<file path="config.mk">
export PLATFORM = sky130hd
export DESIGN_NAME = avalon_mm_pipelined_bridge
export DESIGN_NICKNAME = d
export VERILOG_FILES = /design/src/rtl/avalon_mm_pipelined_bridge_pkg.sv /design/src/rtl/avalon_mm_pipelined_bridge_tracker.sv /design/src/rtl/avalon_mm_pipelined_bridge.sv
export SDC_FILE = /design/constraint.sdc
export NUM_CORES = 1
export LEC_CHECK = 0
export BUFFER_PORTS_ARGS = -buffer_cell sky130_fd_sc_hd__buf_2
export CORE_MARGIN = 1
export CORE_UTILIZATION = 44
export DETAILED_ROUTE_END_ITERATION = 10
export PLACE_DENSITY = 0.81
export SETUP_SLACK_MARGIN = 0.1
export SYNTH_ARGS = -nofsm -noshare
export SYNTH_HDL_FRONTEND = slang
export SYNTH_SLANG_ARGS = --single-unit
</file>
<file path="constraint.sdc">
create_clock -name clk -period 2.7 [get_ports clk]
set_input_delay 0.135 -clock clk [delete_from_list [all_inputs] [get_ports clk]]
set_output_delay 0.135 -clock clk [all_outputs]
set_load 0.005 [all_outputs]
</file>
<file path="src/rtl/avalon_mm_pipelined_bridge_pkg.sv">
// Shared types and helpers for the registered Avalon-MM bridge.
package avalon_mm_pipelined_bridge_pkg;

  typedef enum logic {
    KIND_READ  = 1'b0,
    KIND_WRITE = 1'b1
  } kind_e;

  localparam int unsigned BRIDGE_ADDR_W   = 32;
  localparam int unsigned BRIDGE_DATA_W   = 32;
  localparam logic [31:0] BRIDGE_ERR_DATA = 32'hDEAD_BEEF;

  // Default-width command layout; the bridge builds the same shape from its own widths.
  typedef struct packed {
    logic [BRIDGE_ADDR_W-1:0]   address;
    logic [BRIDGE_DATA_W/8-1:0] byteenable;
    logic [BRIDGE_DATA_W-1:0]   writedata;
    kind_e                      kind;
  } bridge_cmd_t;

  function automatic logic [3:0] credit_next(input logic [3:0] cur,
                                             input logic       inc,
                                             input logic       dec);
    logic [3:0] nxt;
    nxt = cur;
    case ({inc, dec})
      2'b10:   nxt = cur + 4'd1;
      2'b01:   nxt = cur - 4'd1;
      default: nxt = cur;
    endcase
    return nxt;
  endfunction

endpackage

</file>
<file path="src/rtl/avalon_mm_pipelined_bridge_tracker.sv">
// Outstanding-read credit counter, read-timeout watchdog and synthetic error responses.
module avalon_read_tracker
  import avalon_mm_pipelined_bridge_pkg::*;
#(
  parameter int unsigned MAX_PENDING    = 4,
  parameter int unsigned TIMEOUT_CYCLES = 1024
) (
  input  logic       clk,
  input  logic       rst,
  input  logic       rd_accept,
  input  logic       m_readdatavalid,
  output logic [3:0] pending,
  output logic       credit_full,
  output logic       resp_take,
  output logic       syn_fire,
  output logic       timeout_err
);

  localparam int unsigned WD_W       = (TIMEOUT_CYCLES == 0) ? 1 : $clog2(TIMEOUT_CYCLES + 1);
  localparam logic        WD_ENABLED = (TIMEOUT_CYCLES != 0);
  localparam logic [WD_W-1:0] WD_LIMIT = WD_W'(TIMEOUT_CYCLES);

  logic [WD_W-1:0] wd;
  logic            busy;
  logic            late_drop;

  assign busy        = (pending != 4'd0);
  assign credit_full = (pending >= 4'(MAX_PENDING));
  assign resp_take   = m_readdatavalid & busy;
  assign late_drop   = m_readdatavalid & ~busy;
  // A genuine response in the firing cycle suppresses the synthetic one.
  assign syn_fire    = WD_ENABLED & busy & ~m_readdatavalid & (wd == WD_LIMIT);

  always_ff @(posedge clk or negedge rst) begin
    if (!rst) begin
      wd <= '0;
    end else if (!busy || m_readdatavalid || syn_fire) begin
      wd <= '0;
    end else if (WD_ENABLED) begin
      wd <= wd + WD_W'(1);
    end
  end

  always_ff @(posedge clk or negedge rst) begin
    if (!rst) begin
      pending     <= '0;
      timeout_err <= 1'b0;
    end else begin
      pending     <= credit_next(pending, rd_accept, resp_take | syn_fire);
      timeout_err <= timeout_err | syn_fire | late_drop;
    end
  end

endmodule

</file>
<file path="src/rtl/avalon_mm_pipelined_bridge.sv">
// Registered Avalon-MM bridge: one-entry command register, pipelined reads with credits,
// registered responses and a read-timeout watchdog.
module avalon_mm_pipelined_bridge
  import avalon_mm_pipelined_bridge_pkg::*;
#(
  parameter int unsigned ADDR_W         = 32,
  parameter int unsigned DATA_W         = 32,
  parameter int unsigned MAX_PENDING    = 4,
  parameter int unsigned TIMEOUT_CYCLES = 1024,
  parameter logic [31:0] ERR_DATA       = BRIDGE_ERR_DATA
) (
  input  logic                clk,
  input  logic                rst,
  input  logic [ADDR_W-1:0]   s_address,
  input  logic [DATA_W/8-1:0] s_byteenable,
  input  logic                s_read,
  input  logic                s_write,
  input  logic [DATA_W-1:0]   s_writedata,
  output logic                s_waitrequest,
  output logic [DATA_W-1:0]   s_readdata,
  output logic                s_readdatavalid,
  output logic [ADDR_W-1:0]   m_address,
  output logic [DATA_W/8-1:0] m_byteenable,
  output logic                m_read,
  output logic                m_write,
  output logic [DATA_W-1:0]   m_writedata,
  input  logic                m_waitrequest,
  input  logic [DATA_W-1:0]   m_readdata,
  input  logic                m_readdatavalid,
  output logic [3:0]          pending_count,
  output logic                timeout_err
);

  localparam logic [DATA_W-1:0] ERR_WORD = DATA_W'(ERR_DATA);

  typedef struct packed {
    logic [ADDR_W-1:0]   address;
    logic [DATA_W/8-1:0] byteenable;
    logic [DATA_W-1:0]   writedata;
    kind_e               kind;
  } cmd_t;

  cmd_t cmd_q;
  logic cmd_valid;
  logic up_accept;
  logic rd_accept;
  logic credit_full;
  logic resp_take;
  logic syn_fire;

  // Writes never wait on credits; only a read is held back when all slots are used.
  assign s_waitrequest = (cmd_valid & m_waitrequest) | (s_read & credit_full);
  assign up_accept     = (s_read | s_write) & ~s_waitrequest;
  assign rd_accept     = s_read & ~s_waitrequest;

  always_ff @(posedge clk or negedge rst) begin
    if (!rst) begin
      cmd_valid <= 1'b0;
      cmd_q     <= '0;
    end else if (up_accept) begin
      cmd_valid        <= 1'b1;
      cmd_q.address    <= s_address;
      cmd_q.byteenable <= s_byteenable;
      cmd_q.writedata  <= s_writedata;
      cmd_q.kind       <= s_read ? KIND_READ : KIND_WRITE;
    end else if (cmd_valid && !m_waitrequest) begin
      cmd_valid <= 1'b0;
    end
  end

  assign m_address    = cmd_q.address;
  assign m_byteenable = cmd_q.byteenable;
  assign m_writedata  = cmd_q.writedata;
  assign m_read       = cmd_valid & (cmd_q.kind == KIND_READ);
  assign m_write      = cmd_valid & (cmd_q.kind == KIND_WRITE);

  avalon_read_tracker #(
    .MAX_PENDING   (MAX_PENDING),
    .TIMEOUT_CYCLES(TIMEOUT_CYCLES)
  ) u_tracker (
    .clk            (clk),
    .rst            (rst),
    .rd_accept      (rd_accept),
    .m_readdatavalid(m_readdatavalid),
    .pending        (pending_count),
    .credit_full    (credit_full),
    .resp_take      (resp_take),
    .syn_fire       (syn_fire),
    .timeout_err    (timeout_err)
  );

  always_ff @(posedge clk or negedge rst) begin
    if (!rst) begin
      s_readdatavalid <= 1'b0;
      s_readdata      <= '0;
    end else begin
      s_readdatavalid <= resp_take | syn_fire;
      if (syn_fire) begin
        s_readdata <= ERR_WORD;
      end else if (resp_take) begin
        s_readdata <= m_readdata;
      end
    end
  end

endmodule
</file>
[After elaboration in Yosys (flattened, before gate mapping)]
Cells that the tools add are included.
Storage, ports and cells
  register bits after elaboration: 119
  input port bits: 106
  output and inout port bits: 109
  word-level logic and storage cells: 52
Cells by class
  add/subtract/negate cells: 3
  order comparisons: 1
  equality and inequality tests: 3
  muxes and demuxes: 7
  bitwise logic cells: 19
  reductions and logical operators: 9
Operators with widths (number)
  2-to-1 mux 32 bit: 2
  adder 11 x 1 -> 11 bit (second input constant): 1
  == test 11 bit (second input constant): 1
  2-to-1 mux 11 bit: 1
  AND 1 bit: 10
  case mux 4 bit (2 select lines): 1
  nonzero test 2 bit: 3
  OR 1 bit: 5
  adder 4 x 1 -> 4 bit (second input constant): 1
  greater-or-equal comparator 4 x 3 -> 1 bit (second input constant): 1
  inverter 1 bit: 4
  nonzero test 4 bit: 1
  subtractor 4 x 1 -> 4 bit (second input constant): 1
  2-to-1 mux 1 bit: 3
  == test 2 x 1 -> 1 bit (second input constant): 1
  == test 2 bit (second input constant): 1
  logical NOT 1 bit: 2
  logical OR 1 bit: 2
  logical AND 1 bit: 1

[Longest topological paths before layout]
Gate-level depths: netlist (run 1).
  depth in word-level cells: 7
  gate-level depth with buffers: 15
  gate-level depth less buffers: 13

[Modules after synthesis]
From an unflattened synthesis (run 1), not the netlist that was laid out.
Unflattened totals
  cells, all modules: 434
  area total of the unflattened synthesis: 5506.5 µm²
By module, submodules not included
  avalon_mm_pipelined_bridge: times used 1, cells each 333, area each 4528.1 µm², seq. area each 2577.5 µm²
  avalon_read_tracker: times used 1, cells each 101, area each 978.4 µm², seq. area each 400.4 µm²

[Worst setup path before layout (run 1)]
Ideal clock, no wire load.
  path type: flip-flop to flip-flop
  from: register u_tracker.wd[0]
  to: register u_tracker.pending[2]
  setup time: 134 ps
  arrival: 2394 ps
  required time: 2566 ps
  slack: 172 ps
  stages on the path, launching flop included: 16
  path buffers: 2
  clock period less this slack: 2528 ps
  cell sequence: dfrtp_1 -> inv_1 -> ha_1 -> nor4b_2 -> nand3_1 -> a21o_1 -> buf_6 -> clkinv_4 -> buf_6 -> ha_1 -> xor2_1 -> ha_1 -> a21oi_1 -> xor2_1 -> nor2_1 -> xor2_1
Between the ends
  longest elaborated chain between the ends: 5
  elaborated cells between the ends (all ways): 7
  those cells by class: eq/ne (3); mux (1); bitwise (2); reduce/logical (1)
Ends and longest elaborated chain
  start, declared: RTL line avalon_mm_pipelined_bridge_tracker.sv:23  | logic [WD_W-1:0] wd;
  start signal, assigned: RTL line avalon_mm_pipelined_bridge_tracker.sv:40  | wd <= wd + WD_W'(1);
  == test 11 bit (*): RTL line avalon_mm_pipelined_bridge_tracker.sv:32  | assign syn_fire = WD_ENABLED & busy & ~m_readdatavalid & (wd == WD_LIMIT);
  AND 1 bit (*): RTL line avalon_mm_pipelined_bridge_tracker.sv:32
  OR 1 bit (*): RTL line avalon_mm_pipelined_bridge_tracker.sv:49  | pending <= credit_next(pending, rd_accept, resp_take | syn_fire);
  == test 2 x 1 -> 1 bit or == test 2 bit (tied branches): RTL line avalon_mm_pipelined_bridge_pkg.sv:26  | case ({inc, dec})
  case mux 4 bit (2 select lines) or nonzero test 2 bit (tied branches)
  end signal, assigned: RTL line avalon_mm_pipelined_bridge_tracker.sv:49
  end, declared: RTL line avalon_mm_pipelined_bridge_tracker.sv:12  | output logic [3:0] pending,
Every way passes the cells marked *; elsewhere a longest branch is shown, timed or not.
A chain may end at the register's enable or synchronous reset.

[Final worst setup path (run 1)]
Same ends and word-level chain as after synthesis.

==> results of run 1 <==
-- area by class of cell --
class | instances | area (um^2)
Inverter | 5 | 23.8
Fill cell | 796 | 3970
Sequential cell | 119 | 2980
Clock inverter | 9 | 77.6
Multi-Input combinational cell | 179 | 1600
Clock buffer | 22 | 464
Timing Repair Buffer | 324 | 2180
Tap cell | 143 | 179
-- cells by family after synthesis --
group	after synthesis
compound gates	42
xor+xnor	14
fa+ha+maj	5
buf+inv	85
flops	119
mux	70
simple gates	48
-- per-layer routing --
layer	vias up	global-route usage, %	routed length, um
met2	164	38.2	6680
met3	19	6.56	721
li1	1800	-	-
met5	-	0	0
met1	1904	25.1	5170
met4	0	7.47	142
-- flip-flops by register name (all words and copies together) (netlist names) --
register and count:
m_byteenable 4, s_readdatavalid 1, cmd_valid 1, u_tracker.wd 11
m_writedata 32, cmd_q 1, u_tracker.timeout_err 1, m_address 32
u_tracker.pending 4, s_readdata 32
-- synth_stat cells (all sizes together), types with 3 or more instances --
cell type | count | area (um^2)
nand3 | 7 | 35.0
a21oi | 3 | 15.0
xor2 | 9 | 78.8
a22o | 8 | 70.1
nand2 | 9 | 41.3
nor3 | 3 | 15.0
ha | 5 | 62.6
nand4 | 3 | 18.8
nor2b | 4 | 25.0
dfrtp | 119 | 2980
mux2 | 70 | 792
xnor2 | 5 | 43.8
buf | 78 | 608
nor2 | 16 | 62.6
o22a | 24 | 210
inv | 4 | 15.0
a31oi | 3 | 18.8
-- path summary, 6_finish.rpt --
| check | from | to | slack (ps) | cells past startpoint |
|---|---|---|---|---|
| worst max-delay path | u_tracker.wd[0]$_DFF_PN0_ | u_tracker.pending[2]$_DFFE_PN0P_ | 260 | 13 |
| worst min-delay path | s_write | cmd_q[0]$_DFFE_PN0P_ | 60 | 3 |
| worst max register to register | u_tracker.wd[0]$_DFF_PN0_ | u_tracker.pending[2]$_DFFE_PN0P_ | 260 | 13 |
| worst min register to register | m_writedata[1]$_DFFE_PN0P_ | m_writedata[1]$_DFFE_PN0P_ | 490 | 1 |
| max in group asynchronous | rst | u_tracker.pending[1]$_DFFE_PN0P_ | 1600 | 3 |
| min in group asynchronous | rst | m_writedata[19]$_DFFE_PN0P_ | 320 | 2 |
-- power breakdown --
| part | internal, mW | switching [mW] |
|---|---|---|
| Clock | 1.30 | 0.735 |
| Sequential | 2.48 | 0.426 |
| Combinational | 1.33 | 0.978 |
| Total | 5.11 | 2.14 |
-- stage by stage --
stage               util (%)  instances
CTS                     65.1        798
global route            65.4        801
floorplan                  -        383
global placement        51.5        665
finish                  65.4        801
detailed placement      51.5        665
-- worst max-delay path: stages, from the launching register on --
cell,delay [ps]
sky130_fd_sc_hd__dfrtp_1,410
sky130_fd_sc_hd__inv_1,70
sky130_fd_sc_hd__ha_1,200
sky130_fd_sc_hd__nor4b_4,130
sky130_fd_sc_hd__nand3_1,130
sky130_fd_sc_hd__a21o_1,200
sky130_fd_sc_hd__clkinv_4,70
sky130_fd_sc_hd__ha_2,220
sky130_fd_sc_hd__xor2_1,170
sky130_fd_sc_hd__ha_1,200
sky130_fd_sc_hd__a21oi_1,150
sky130_fd_sc_hd__xor2_1,160
sky130_fd_sc_hd__nor2_1,70
sky130_fd_sc_hd__xor2_1,140
-- repair_timing --
action                     4_1_cts  5_1_grt
hold buffers                   102        1
setup endpoints to repair        0        1
resized for setup                0        2
setup buffers                    0        2
hold endpoints to repair       154        1
==> results.md, run 1 <==
Synthesis:
- The number of synthesized flops with an enable pin is 0.
- The most used flip-flop cell after synthesis is sky130_fd_sc_hd__dfrtp_1.
- The number of cells produced by synthesis is 383.
- The dominant combinational cell family by area after synthesis is multiplexers.
- After synthesis, the mean cell area works out to 13.6 um^2.
- The number of nets handed over by synthesis was 494.
- The adder and majority gate portion of the synthesized area is approximately 1.2%.
- The post-synthesis compound-gate area fraction is 6.59%.
- After Yosys synthesis, and, or, nand and nor cells account for 5.08% of the synthesized area.
- After synthesis, the netlist uses 35 different library cells.
- The async set-reset flop share out of synthesis is 100%.
- The synthesized flop and latch total is between 100 and 150.
- The mapped netlist covers ~5200 um^2.
- The parity-gate share of the synthesized area counting xor and xnor cells is around 2.4%.
- The share of synthesized area spent on multiplexers is 15.2%.
- After synthesis, flip-flops and latches occupy 57.3% of the total area.
- The Yosys step of the flow raised 0 warnings.

Clock network:
- After clock tree synthesis, the clock-pin slew on the worst setup and hold paths is 50 ps.
- The master cell of the clock root buffer is sky130_fd_sc_hd__clkbuf_16.
- The clock insertion delay at the later pin of the skew report is 400 ps.
- TritonCTS built the clock tree.
- CTS saw 119 sinks.
- The H-tree was split into 4 levels.
- In this run, CTS created clock tree buffers numbering 17.
- The maximum count of clock buffers along a single path is 2.

Drt:
- The detailed router placed 3887 vias in this run.
- The remaining number of nets flagged by the antenna check after routing is 0.
- For this block, the routed nets add up to 12700 um of wire.
- The ratio of routed vias to standard cells is 4.85.
- The number of optimization iterations in the first detailed-route pass is 4.
- The routed wire length per instance is about 16 um.
- The number of design rule violations left after detail routing is 0.
- The violation count after the first detailed-routing iteration is 238.

Timing:
- Setup repair after global routing left no endpoint under its margin.
- Setup slack on the critical path of the routed design comes to 256 ps.
- Final hold analysis gives a worst-case slack of 59.1 ps.
- The final max-slew violation count came to 0.
- The final setup violation count is 0.
- Adding up every negative setup slack in the final design gives 0 ps.
- The final-report hold violation count is 0.
- For the final database, setup skew stands at 8.40 ps.
- The relative slew slack is between 40% and 50%.
- The clock period minus worst slack is ~2400 ps.
- For the pin with the worst max-slew slack, the measured transition is 818 ps.
- The timing-limited maximum frequency is 409 MHz.
- The share of the clock period used by the worst path after layout is between 90% and 100%.

Run:
- The tool flagged a number of max-cap violations equal to 0.

Power:
- Power comes to 7.25 mW.
- For this design the static power due to leakage is 3.57 nW.
- The power density over cell area is around 970 nW/um^2.
- The worst-case IR drop observed on VDD is 768 uV.

Floorplan:
- The number of top-level pins is 215.
- The core region is 11500 um^2.
- For this configuration, the core starts out at a cell density of a little under half.
- In this run the vertical extent of the chip is 111 um.
- The count of standard-cell rows is 39.
- The floorplan step defined a die boundary enclosing 12300 um^2.
- The horizontal die dimension is between 100 and 150 um.

Placed design:
- Routability-driven placement finished with a final weighted congestion of 0.812.
- The count of input and output buffers is 214.
- Detailed placement finished with a half-perimeter wire length of 7560 um.
- Once placement finished, the instance area stood at 5900 um^2.
- At the placement stage, the worst setup path has a slack of 167 ps.

Setup path:
- Data on the critical path arrives at its endpoint at 2730 ps.
- Along the worst path, the maximum fanout reaches 5.
- The worst setup path is launched from a register.
- STA puts the critical path data required time at 2980 ps.
- The kind of critical path is reg -> reg.
- STA classifies the critical path endpoint as a register.

Global route:
- The pin count of the biggest net entering global routing is around 70.
- For this run, the total global-route usage over all layers was measured as 21.7%.
- The initial antenna violation count is 0.
- The number of global-route vias before repair is 4209.
- The wire length of the first global-routing pass is 21100 um.
- The total congestion overflow is 0.

Run status:
- The flow ran to the end, and the final reports show no timing, DRC or antenna violations.

Cells and area:
- Leaving out fill and tap cells, the most frequent cell in the layout is sky130_fd_sc_hd__buf_2.
- The number of nets in the final layout is 757.
- The final non-filler cell area is 7500 um^2.
- Relative to the synthesized area, the layout overhead comes to 44.2%.
- The top cell types in the final layout, fill and taps aside, are sky130_fd_sc_hd__buf_2 (213), sky130_fd_sc_hd__dfrtp_1 (119), sky130_fd_sc_hd__dlygate4sd3_1 (103).
- 0 antenna diodes ended up in the layout.
- Cells with a size suffix above 1 make up between 40% and 50% of the layout.

Min path:
- The tightest min-delay check is of the in -> reg type.
(Power assumes the default switching activity.)
==> inputs of run 2 (changes only) <==
--- a/config.mk
+++ b/config.mk
@@ -9,6 +9,7 @@
 export CORE_MARGIN = 1
 export CORE_UTILIZATION = 44
 export DETAILED_ROUTE_END_ITERATION = 10
+export GPL_TIMING_DRIVEN = 0
 export PLACE_DENSITY = 0.81
 export SETUP_SLACK_MARGIN = 0.1
 export SYNTH_ARGS = -nofsm -noshare
==> run 2 against run 1 <==
Against the previous run: wire length up 11%; largest power group is now combinational cells; critical path type unchanged; via count up 9.1%; design area up 10%; largest cell class unchanged.
==> results.md, run 2 (synthesized netlist as in run 1, its figures left out) <==
Cells and area:
- In the layout the commonest cells are sky130_fd_sc_hd__buf_2 (213), sky130_fd_sc_hd__dfrtp_1 (118), sky130_fd_sc_hd__dlygate4sd3_1 (103).
- The most common cell after layout, fill and taps aside is sky130_fd_sc_hd__buf_2.
- The repair_antennas step left the layout with diodes totalling 0.
- The layout cell share with drive strength beyond 1 is 54.7%.
- The synthesis-to-layout area growth is 59.1%.
- For this run, the post-layout net count is around 850.

Setup path:
- The worst setup path is launched from a register.
- The critical path required time is 3030 ps.
- In this run the worst path has a maximum fanout of 5.
- The worst-case reg-to-reg path depth is 15.
- The endpoint kind of the worst setup timing path is a register.
- For the worst setup path, the data arrival time is 2910 ps.
- The worst setup path is of the reg -> reg kind.

Drt:
- Once detail routing completed, the nets flagged for antenna violations numbered 0.
- Detailed routing inserted a total of 4241 vias.
- The ratio of routed vias to standard cells is 4.76.
- The violation count after the first detailed-routing iteration is 207.
- The first detailed-routing pass took 4 iterations.
- In the final routed layout, each cell accounts on average for 15.9 um.
- The number of design rule violations left after detail routing is 0.
- The final wirelength is 14100 um.

Min path:
- The count of cells along the worst hold path is 3.
- The min-delay analysis places its worst path in the category in -> reg.

Placed design:
- In this run the tool buffered the top-level ports with 214 buffer cells.
- Routability-driven placement finished with a final weighted congestion of 0.800.
- Detailed placement finished with a half-perimeter wire length of 8190 um.

Timing:
- The total negative setup slack is 0 ps.
- The timing-limited maximum frequency is 388 MHz.
- The final-report hold violation count was 0.
- Across the routed clock network, the largest skew measured is 8.70 ps.
- Measured against its own limit, the worst slew margin works out to 51.2%.
- Of the available clock period, the critical path in the final layout requires 95.6%.
- The final max-slew violation count came to 0.
- At the pin with the least slew margin, the transition time is between 700 and 800 ps.
- The final setup violation count is 0.
- Setup repair after global routing could not meet its margin everywhere.
- After layout, the minimum clock period comes to 2580 ps.
- Final hold analysis gives a worst-case slack of 52.3 ps.

Floorplan:
- The area of the die is 12300 um^2.
- The core region is 11500 um^2.
- The initial utilization of the core area, before any placement, comes to 45.4%.
- For this design the top-level I/O count stands at 215.
- The vertical die dimension is 111 um.
- The count of standard-cell rows is 39.
- The horizontal die dimension is 111 um.

Global route:
- The number of global-route vias before repair is 4593.
- The pin count of the biggest net entering global routing is 64.
- The total track usage is 24.0%.
- The total congestion overflow is 0.
- The initial antenna violation count is 0.
- The first global-routing pass estimated about 23000 um of wire.

Run:
- The number of violations of the max-capacitance limit is 0.

Power:
- The power density over cell area is 1010 nW/um^2.
- The worst-case IR drop observed on VDD is 788 uV.
- In this run the static leakage power is 4.03 nW.

Clock network:
- The CTS H-tree depth is 4.
- After clock tree synthesis, the clock-pin slew on the worst setup and hold paths is 50 ps.
- The clock drives around 120 sinks.
- The master cell of the clock root buffer is sky130_fd_sc_hd__clkbuf_16.
- The clock insertion delay at the later pin of the skew report is just over 400 ps.
- TritonCTS built the clock tree.
- The total CTS buffers is 17.
- The maximum count of clock buffers along a single path is 2.

Run status:
- The flow ran to the end, and the final reports show no timing, DRC or antenna violations.
run 2: layer usage:
layer / vias up / track usage, % / wire, um
met5: - / 0 / 0
met1: 2072 / 25.5 / 5300
met2: 170 / 44.1 / 7750
met4: 0 / 8.09 / 217
met3: 20 / 8.15 / 854
li1: 1979 / - / -
run 2: worst max-delay path, stage by stage, from the launching register on:
cell                      delay (ps)
sky130_fd_sc_hd__dfrtp_1         380
sky130_fd_sc_hd__inv_1            60
sky130_fd_sc_hd__ha_2            170
sky130_fd_sc_hd__nor4b_4         190
sky130_fd_sc_hd__nand3_1         150
sky130_fd_sc_hd__a21o_1          190
sky130_fd_sc_hd__buf_6           130
sky130_fd_sc_hd__inv_8            60
sky130_fd_sc_hd__buf_12          100
sky130_fd_sc_hd__ha_4            150
sky130_fd_sc_hd__xor2_1          190
sky130_fd_sc_hd__ha_2            220
sky130_fd_sc_hd__a21oi_2          40
sky130_fd_sc_hd__xor2_1          180
sky130_fd_sc_hd__nor2_1          130
sky130_fd_sc_hd__xor2_1          150
run 2: path summary, 6_finish.rpt:
path,from,endpoint,slack (ps)
min,s_write,cmd_q[0]$_DFFE_PN0P_,50
min reg2reg,u_tracker.timeout_err$_DFF_PN0_,u_tracker.timeout_err$_DFF_PN0_,480
max in group asynchronous,rst,u_tracker.wd[2]$_DFF_PN0_,1550
max reg2reg,u_tracker.wd[1]$_DFF_PN0_,u_tracker.pending[2]$_DFFE_PN0P_,120
min in group asynchronous,rst,m_writedata[20]$_DFFE_PN0P_,360
max,u_tracker.wd[1]$_DFF_PN0_,u_tracker.pending[2]$_DFFE_PN0P_,120
run 2: area by class of cell:
type / instances / area (um^2)
fill: 735 / 3190
timing repair buffer: 333 / 2240
inverter: 5 / 26.3
sequential: 119 / 2980
clock inverter: 9 / 123
clock buffer: 23 / 478
tap: 143 / 179
buffer: 80 / 624
multi-input combinational: 179 / 1620
run 2: stage by stage:
step / utilization (%) / power, mW / instance area (um^2) / cells / setup slack (ps)
2_1_floorplan: - / 4.72 / 5200 / 383 / 172
3_3_place_gp: 56.3 / 5.69 / 6450 / 740 / 1.53
4_1_cts: 71.2 / 8.30 / 8160 / 880 / 122
6_report: 72.2 / 8.40 / 8270 / 891 / 120
3_5_place_dp: 56.5 / 5.84 / 6480 / 741 / -102
5_1_grt: 72.2 / 8.85 / 8270 / 891 / -32.5
run 2: timing repair:
action | CTS | global route
endpoints found under the hold margin | 159 | 0
cloned | 0 | 0
buffers inserted | 4 | 11
gates resized for setup | 4 | 7
pin swaps | 2 | 5
hold buffers | 103 | 0
endpoints found under the setup margin | 3 | 3
run 2: report_power, final:
part	internal (mW)	switching, mW	total, mW
Clock	1.51	0.760	2.27
Sequential	2.48	0.464	2.95
Combinational	2.02	1.16	3.17
Total	6.01	2.38	8.40
